**config.mk**
```make
export PLATFORM = sky130hd
export DESIGN_NAME = game_countdown_timer
export DESIGN_NICKNAME = d
export VERILOG_FILES = /design/src/rtl/game_countdown_timer.sv
export SDC_FILE = /design/constraint.sdc
export NUM_CORES = 1
export LEC_CHECK = 0
export CAP_MARGIN = 20
export CELL_PAD_IN_SITES_DETAIL_PLACEMENT = 0
export CELL_PAD_IN_SITES_GLOBAL_PLACEMENT = 1
export CORE_UTILIZATION = 45
export DETAILED_ROUTE_END_ITERATION = 7
export GPL_ROUTABILITY_DRIVEN = 0
export PLACE_DENSITY_LB_ADDON = 0.1
export REMOVE_ABC_BUFFERS = 1
export SYNTH_ARGS = -nofsm -noshare
export SYNTH_HDL_FRONTEND = slang
export SYNTH_SLANG_ARGS = --single-unit
```
**constraint.sdc**
```tcl
create_clock -name clk -period 6.25 [get_ports clk]
set_input_delay 0.625 -clock clk [delete_from_list [all_inputs] [get_ports clk]]
set_output_delay 0.625 -clock clk [all_outputs]
set_load 0.05 [all_outputs]
```
**src/rtl/game_countdown_timer.sv**
```systemverilog
// Millisecond countdown timer: a prescaler turns clk into 1 ms ticks that count down a loaded
// game duration. It also keeps a BCD seconds readout (ceil of the remaining seconds).
module game_countdown_timer #(
   parameter int unsigned CYCLES_PER_MS = 50000,
   parameter int unsigned MAX_SECONDS   = 99,
   parameter int unsigned TMW           = $clog2(MAX_SECONDS * 1000 + 1)
) (
   input  logic           clk,
   input  logic           rst,
   input  logic           load,
   input  logic [6:0]     load_seconds,
   input  logic           pause,
   output logic [TMW-1:0] timer_milliseconds,
   output logic           ms_tick,
   output logic           expired,
   output logic           running,
   output logic [3:0]     sec_tens,
   output logic [3:0]     sec_ones
);

   localparam int unsigned PW = (CYCLES_PER_MS > 1) ? $clog2(CYCLES_PER_MS) : 1;
   localparam logic [6:0] MaxSec = 7'(MAX_SECONDS);
   localparam logic [PW-1:0] PrescLast = PW'(CYCLES_PER_MS - 1);

   typedef enum logic [1:0] {StIdle, StRun, StPaused, StDone} state_e;

   state_e        state;
   logic [PW-1:0] prescaler;
   logic [9:0]    frac;

   logic [6:0]     load_n;
   logic [3:0]     load_tens;
   logic [3:0]     load_ones;
   logic [TMW-1:0] load_ms;
   logic           terminal;

   always_comb begin
      load_n    = (load_seconds > MaxSec) ? MaxSec : load_seconds;
      load_tens = 4'(load_n / 7'd10);
      load_ones = 4'(load_n % 7'd10);
      load_ms   = TMW'(32'(load_n) * 32'd1000);
      terminal  = (prescaler == PrescLast);
   end

   always_ff @(posedge clk) begin
      if (rst) begin
         state              <= StIdle;
         prescaler          <= '0;
         frac               <= '0;
         timer_milliseconds <= '0;
         ms_tick            <= 1'b0;
         expired            <= 1'b0;
         running            <= 1'b0;
         sec_tens           <= '0;
         sec_ones           <= '0;
      end else begin
         ms_tick <= 1'b0;
         expired <= 1'b0;
         if (load) begin
            timer_milliseconds <= load_ms;
            prescaler          <= '0;
            frac               <= '0;
            sec_tens           <= load_tens;
            sec_ones           <= load_ones;
            if (load_n != 7'd0) begin
               state   <= StRun;
               running <= 1'b1;
            end else begin
               state   <= StDone;
               running <= 1'b0;
               expired <= 1'b1;
            end
         end else begin
            unique case (state)
               StRun: begin
                  // A pause arriving on the terminal count defers the decrement.
                  if (pause) begin
                     state <= StPaused;
                  end else if (terminal) begin
                     prescaler          <= '0;
                     timer_milliseconds <= timer_milliseconds - TMW'(1);
                     ms_tick            <= 1'b1;
                     frac               <= (frac == 10'd0) ? 10'd999 : frac - 10'd1;
                     // frac 1->0 means ms just landed on a whole second.
                     if (frac == 10'd1) begin
                        if (sec_ones == 4'd0) begin
                           sec_ones <= 4'd9;
                           sec_tens <= sec_tens - 4'd1;
                        end else begin
                           sec_ones <= sec_ones - 4'd1;
                        end
                     end
                     if (timer_milliseconds == TMW'(1)) begin
                        expired <= 1'b1;
                        running <= 1'b0;
                        state   <= StDone;
                     end
                  end else begin
                     prescaler <= prescaler + PW'(1);
                  end
               end
               StPaused: begin
                  if (!pause) state <= StRun;
               end
               default: ;
            endcase
         end
      end
   end

endmodule
```
==> results by group, run 1 <==
Run status
  • Outcome: completed

Routing
  • M1 wire length: roughly 4600 µm
  • WL met3: approximately 220 µm
  • Routed Antenna Nets: 0
  • Drt drc: 0
  • Routed wire length: between 9000 and 10000 µm
  • DR iter-0 viols: 127
  • Vias/cell: between 5 and 6
  • Wire per inst: about 14 µm
  • Top Layer Used: met4
  • Drt pass-1 iters: 4
  • Vias: around 3800
  • Met2 routed WL: 4950 µm

Die
  • Initial core utilization: a little under half
  • Die area: roughly 11000 µm²
  • Core area: between 9000 and 10000 µm²
  • Die Wd: about 100 µm
  • # IOs: 39
  • Row cnt: 36
  • Die Y: 104 µm

Clocking
  • Cts hold-fix bufs: 0
  • Bufs on Longest Clock Path: 2
  • CTS root buf: clkbuf_8
  • CTS Sinks: 56
  • Reg clk slew, reported paths: 0.10 ns
  • Clk Latency, worst-skew pair: between 0.3 and 0.4 ns
  • Post_cts resized: 0
  • Post-CTS setup repair buffer count: 0
  • CTS H-tree lvls: 2
  • Total CTS buffers: 5
  • CTS tree: done

STA
  • Endpoints failing setup: 0
  • Relative slew slack: between 40% and 50%
  • Hold Fails Final Rpt: 0
  • Min Hold Slack: 0.521 ns
  • TNS Setup: 0 ns
  • Final period utilization: about 87%
  • Tmin final: 5.42 ns
  • Clock skew: approximately 0.015 ns
  • Max Slew Vio Count: 0
  • Slew @ Worst Pin: 0.752 ns
  • RSZ-0062 raised after global routing: false
  • Final WS setup: approximately 0.83 ns
  • Max Freq: roughly 0.18 GHz

Final layout
  • Fin util: approximately 53%
  • Layout cell share with drive strength beyond 1: under 10%
  • Fillers: 961
  • Ant. Diodes: 0
  • P&R area growth vs syn: 12.3%
  • Most frequent cells in the layout: nor2_1 (69), dfxtp_1 (56), ha_1 (51), inv_1 (41), clkdlybuf4s50_1 (38)
  • Area of the multi-input gates: approximately 3300 µm²
  • Finished Layout Cells: ~700
  • Layout Nets: between 600 and 700
  • Reg area: roughly 1100 µm²
  • Most common cell after layout, fill and taps aside: nor2_1

Critical path
  • CP max FO: 7
  • Reg-to-reg slack, setup: between 3 and 4 ns
  • WP data required: 6.48 ns
  • Crit Path Class: in -> reg
  • R2R cell count: 8
  • Worst Setup End Kind: flop
  • R2R Path Start: prescaler[5]
  • Reg-to-Reg End: timer_milliseconds[13]
  • Critical path data arrival time: about 5.6 ns
  • Critical Path Source Type: input port

Power
  • PD cells: ~270 nW/µm²
  • VDD IR max: 0.190 mV
  • Pleak: roughly 2.1 nW

Logic synthesis
  • Async SR Flop Fraction: 0%
  • EDFF count, synth: 0
  • Top_reg_cell synth: dfxtp_1
  • Synthesis Warnings: 0
  • Post-Syn Area per Cell: 8.70 µm²
  • Mapped Cells: about 540
  • Cell area after synthesis: 4670 µm²
  • Register area share after synthesis: approximately a quarter
  • Yosys cell types: 77
  • Flops & latches, synth: 56

Global route
  • First-pass GRT wire length: roughly 17000 µm
  • Number of global-route vias before repair: 3618
  • Largest net degree at the start of global routing: 37
  • Total GRT Usage: about a fifth
  • Initial antenna violation count: 0
  • Gr ovfl total: 0

Hold path
  • HP Start: frac[9]
  • Hold depth: 2
  • Worst min path class: reg -> reg
  • Hold Path End: frac[9]

Place
  • Inst Count DP: about 700
  • Dpl hpwl: 7920 µm
  • Worst slack, placed: approximately 0.48 ns
  • Port Buf Inserts: 38

Flow run
  • Max_cap viols: 0
==> cell type report <==
class                      count  share of cell area [%]
clock inverter                 3                   0.453
inverter                      42                    3.01
clock buffer                   5                    1.31
timing repair buffer          45                    8.25
multi-input combinational    420                    62.4
tap                          133                    3.17
sequential                    56                    21.4
==> cells in the mapped netlist (10+ instances only) <==
library cell  instances  share of area, %
nor2_1               69               5.5
nand2_1              31               2.5
a211oi_1             16               2.6
fa_1                 18               7.7
dfxtp_1              56                24
nand3_1              13               1.4
xor2_1               22               4.1
inv_1                41               3.3
o21ai_0              11               1.2
clkbuf_1             10              0.80
ha_1                 51                14
xnor2_1              33               6.2
a21oi_1              24               2.6
nor3_1               22               2.4
==> power breakdown <==
| group | total, mW | internal (mW) | switching [mW] |
|---|---|---|---|
| clock | 0.202 | 0.0797 | 0.122 |
| combinational | 0.765 | 0.323 | 0.442 |
| sequential | 0.430 | 0.389 | 0.0405 |
==> metal layers <==
metal	track usage [%]	up-vias
li1	-	1945
met4	4.90	0
met2	33.0	55
met1	25.7	1778
met5	0	-
met3	2.19	4
==> kinds of logic (layout without fill, tap and decap cells) <==
group / after synthesis / in the layout / synth area share [%]
and+or+nand+nor: 187 / 187 / 20.0
AOI/OAI and AO/OA: 102 / 102 / 16.9
xor gates and xnor gates: 55 / 55 / 10.3
muxes: 6 / 6 / 1.29
adders and majority gates: 70 / 70 / 21.6
buffers and inverters: 61 / 95 / 5.89
DFF: 56 / 56 / 24.0
==> worst max path at each step <==
stage                     cells past startpoint             from  slack, ns                endpoint
after global routing                         19  load_seconds[4]       0.53  timer_milliseconds[16]
after detailed placement                     19  load_seconds[4]       0.48  timer_milliseconds[16]
after global placement                       19  load_seconds[4]       0.61  timer_milliseconds[16]
after CTS                                    19  load_seconds[4]       0.81  timer_milliseconds[16]
final                                        19  load_seconds[4]       0.83  timer_milliseconds[16]
after floorplan                              18  load_seconds[2]       1.04  timer_milliseconds[16]
==> critical path, stage by stage <==
cell             delay (ns)
clkdlybuf4s50_1        0.52
nor3_1                 0.18
nor2_1                 0.08
nor2_1                 0.23
inv_1                  0.16
fa_1                   0.52
inv_1                  0.06
fa_1                   0.48
fa_1                   0.52
inv_1                  0.05
fa_1                   0.45
ha_1                   0.32
a21oi_1                0.20
o21bai_1               0.11
a2111o_1               0.43
a31o_2                 0.23
a21oi_1                0.16
xnor2_1                0.09
a211oi_1               0.21
==> metrics by stage <==
stage	cell area (µm²)	total power [mW]
after floorplan	4550	1.02
after detailed placement	5150	1.20
after CTS	5250	1.42
after global placement	5150	1.20
after global routing	5250	1.52
final	5250	1.40
==> sequential cells by signal, summed over array words and instances, names as in the netlist <==
name                flops
sec_tens                4
prescaler              16
state                   2
expired                 1
timer_milliseconds     17
ms_tick                 1
running                 1
sec_ones                4
frac                   10
(Power assumes the default switching activity.)
==> run 2: changes to the inputs <==
--- a/config.mk
+++ b/config.mk
@@ -12,6 +12,7 @@
 export DETAILED_ROUTE_END_ITERATION = 7
 export GPL_ROUTABILITY_DRIVEN = 0
 export PLACE_DENSITY_LB_ADDON = 0.1
+export RECOVER_POWER = 50
 export REMOVE_ABC_BUFFERS = 1
 export SYNTH_ARGS = -nofsm -noshare
 export SYNTH_HDL_FRONTEND = slang
==> run 2 against run 1 <==
Worst hold slack worse by 0.0016 ns. Critical path depth unchanged. Register-to-register slack worse by 0.21 ns. Setup slack lost 0.090 ns. Largest power group unchanged.
==> results by group, run 2 (synthesized netlist as in run 1, its figures left out) <==
Clocking
  • Post_cts resized: 0 (unchanged)
  • Total CTS buffers: 5 (unchanged)
  • CTS root buf: clkbuf_8
  • Post-CTS setup repair buffer count: 0 (unchanged)
  • Reg clk slew, reported paths: 0.10 ns (about the same)
  • CTS tree: done
  • CTS Sinks: 56 (unchanged)
  • CTS H-tree lvls: 2 (unchanged)
  • Bufs on Longest Clock Path: 2 (unchanged)
  • Clk Latency, worst-skew pair: 0.32 ns (about the same)
  • Cts hold-fix bufs: 0 (unchanged)

Final layout
  • Fillers: 964 (+0.31%)
  • Most frequent cells in the layout: nor2_1 (69), dfxtp_1 (56), ha_1 (51), inv_1 (41), xnor2_1 (33)
  • Largest regs: timer_milliseconds: 17 flops, prescaler: 16 flops, frac: 10 flops
  • Finished Layout Cells: 704 (unchanged)
  • Reg area: 1120 µm² (unchanged)
  • Fin area: 5240 µm² (-0.21%)
  • P&R area growth vs syn: 12.1%
  • Ant. Diodes: 0 (unchanged)
  • Area of the multi-input gates: 3260 µm² (-0.34%)
  • Most common cell after layout, fill and taps aside: nor2_1
  • Layout cell share with drive strength beyond 1: 6.48% (-0.35 points)
  • Max reg flops: 17 (unchanged)
  • Largest Register: timer_milliseconds
  • Fin util: 52.8% (-0.11 points)
  • Layout Nets: 650 (unchanged)

STA
  • TNS Setup: 0 ns (unchanged)
  • Final period utilization: 88.1% (+1.4 points)
  • RSZ-0062 raised after global routing: false
  • Clock skew: 0.0154 ns (-0.000139 ns)
  • Relative slew slack: 21.0% (-29 points)
  • Max Freq: 0.182 GHz (-1.6%)
  • Slew @ Worst Pin: 1.17 ns (+0.421 ns)
  • Tmin final: 5.51 ns (+0.0903 ns)
  • Hold Fails Final Rpt: 0 (unchanged)
  • Max Slew Vio Count: 0 (unchanged)
  • Endpoints failing setup: 0 (unchanged)

Global route
  • Largest net degree at the start of global routing: 37 (unchanged)
  • Number of global-route vias before repair: 3618 (unchanged)
  • Gr ovfl total: 0 (unchanged)
  • Total GRT Usage: 19.3% (unchanged)
  • First-pass GRT wire length: 17400 µm (unchanged)
  • Initial antenna violation count: 0 (unchanged)

Critical path
  • Reg-to-reg slack, setup: 3.30 ns (-0.21 ns)
  • WP data required: 6.48 ns (about the same)
  • CP max FO: 7 (unchanged)
  • Worst Setup End Kind: flop
  • R2R cell count: 8 (unchanged)
  • Crit Path Class: in -> reg
  • Critical Path Source Type: input port
  • Critical path data arrival time: 5.74 ns (+0.10 ns)

Power
  • PD cells: 265 nW/µm² (-0.41%)
  • Pleak: 2.22 nW (+3.1%)
  • VDD IR max: 0.190 mV (-0.11%)

Place
  • Area after DPL: 5150 µm² (unchanged)
  • Inst Count DP: 696 (unchanged)
  • Port Buf Inserts: 38 (unchanged)
  • Dpl hpwl: 7920 µm (unchanged)

Die
  • # IOs: 39 (unchanged)
  • Initial core utilization: 47.1% (unchanged)
  • Row cnt: 36 (unchanged)
  • Core area: 9910 µm² (unchanged)
  • Die area: 10800 µm² (unchanged)
  • Die Y: 104 µm (unchanged)
  • Die Wd: 104 µm (unchanged)

Routing
  • Drt drc: 0 (unchanged)
  • Routed wire length: 9910 µm (+0.46%)
  • Wire per inst: 14.1 µm (+0.46%)
  • Vias: 3807 (+0.66%)
  • Drt pass-1 iters: 4 (unchanged)
  • DR iter-0 viols: 142 (+12%)
  • Routed Antenna Nets: 0 (unchanged)
  • Vias/cell: 5.41 (+0.66%)

Flow run
  • Max_cap viols: 0 (unchanged)

Run status
  • Outcome: completed

Hold path
  • Hold depth: 2 (unchanged)
  • Worst min path class: reg -> reg
run 2: cell count changes in the layout (fill, tap and decap cells not counted):
cell,delta
clkdlybuf4s50_1,-30
dlygate4sd3_1,+30
o21ai_1,-1
nand4_2,-1
and2_1,-1
and2_0,+1
nor3_2,-1
nand4_1,+1
nor3_1,+1
o21ai_0,+1
run 2: area by class of cell:
type	instances	area share (%)
inverter	42	3.01
tap	133	3.18
sequential	56	21.4
clock inverter	3	0.454
multi-input combinational	420	62.4
timing repair buffer	45	8.27
clock buffer	5	1.31
run 2: path summary, 6_finish.rpt:
path	from	end
max	load_seconds[4]	timer_milliseconds[16]
min	frac[9]	frac[9]
max reg2reg	prescaler[5]	timer_milliseconds[13]
min reg2reg	frac[9]	frac[9]
run 2: critical path, cell delays in order:
cell,delay [ns]
dlygate4sd3_1,0.63
nor3_1,0.16
nor2_1,0.07
nor2_1,0.23
inv_1,0.16
fa_1,0.52
inv_1,0.06
fa_1,0.48
fa_1,0.52
inv_1,0.05
fa_1,0.45
ha_1,0.32
a21oi_1,0.20
o21bai_1,0.11
a2111o_1,0.43
a31o_2,0.23
a21oi_1,0.16
xnor2_1,0.09
a211oi_1,0.21
run 2: through the flow:
stage                     hold slack, ns  total power, mW  worst slack (ns)
after floorplan                    0.472             1.02              1.04
after global placement             0.494             1.20             0.613
after detailed placement           0.502             1.20             0.479
after CTS                          0.526             1.42             0.808
after global routing               0.560             1.51             0.442
final                              0.519             1.39             0.743
run 2: power by group:
group | internal (mW) | total, mW | switching (mW) | leakage [nW]
Combinational | 0.312 | 0.755 | 0.443 | 1.72
Clock | 0.0797 | 0.205 | 0.125 | 0.0404
Sequential | 0.389 | 0.428 | 0.0390 | 0.457
run 2: routing by layer:
layer  wire length, µm  global-route usage [%]  part of all wire, %
met4               119                    4.90                  1.2
met2              4900                    33.0                   49
met1              4650                    25.7                   47
met5                 0                       0                    0
met3               247                    2.19                  2.5
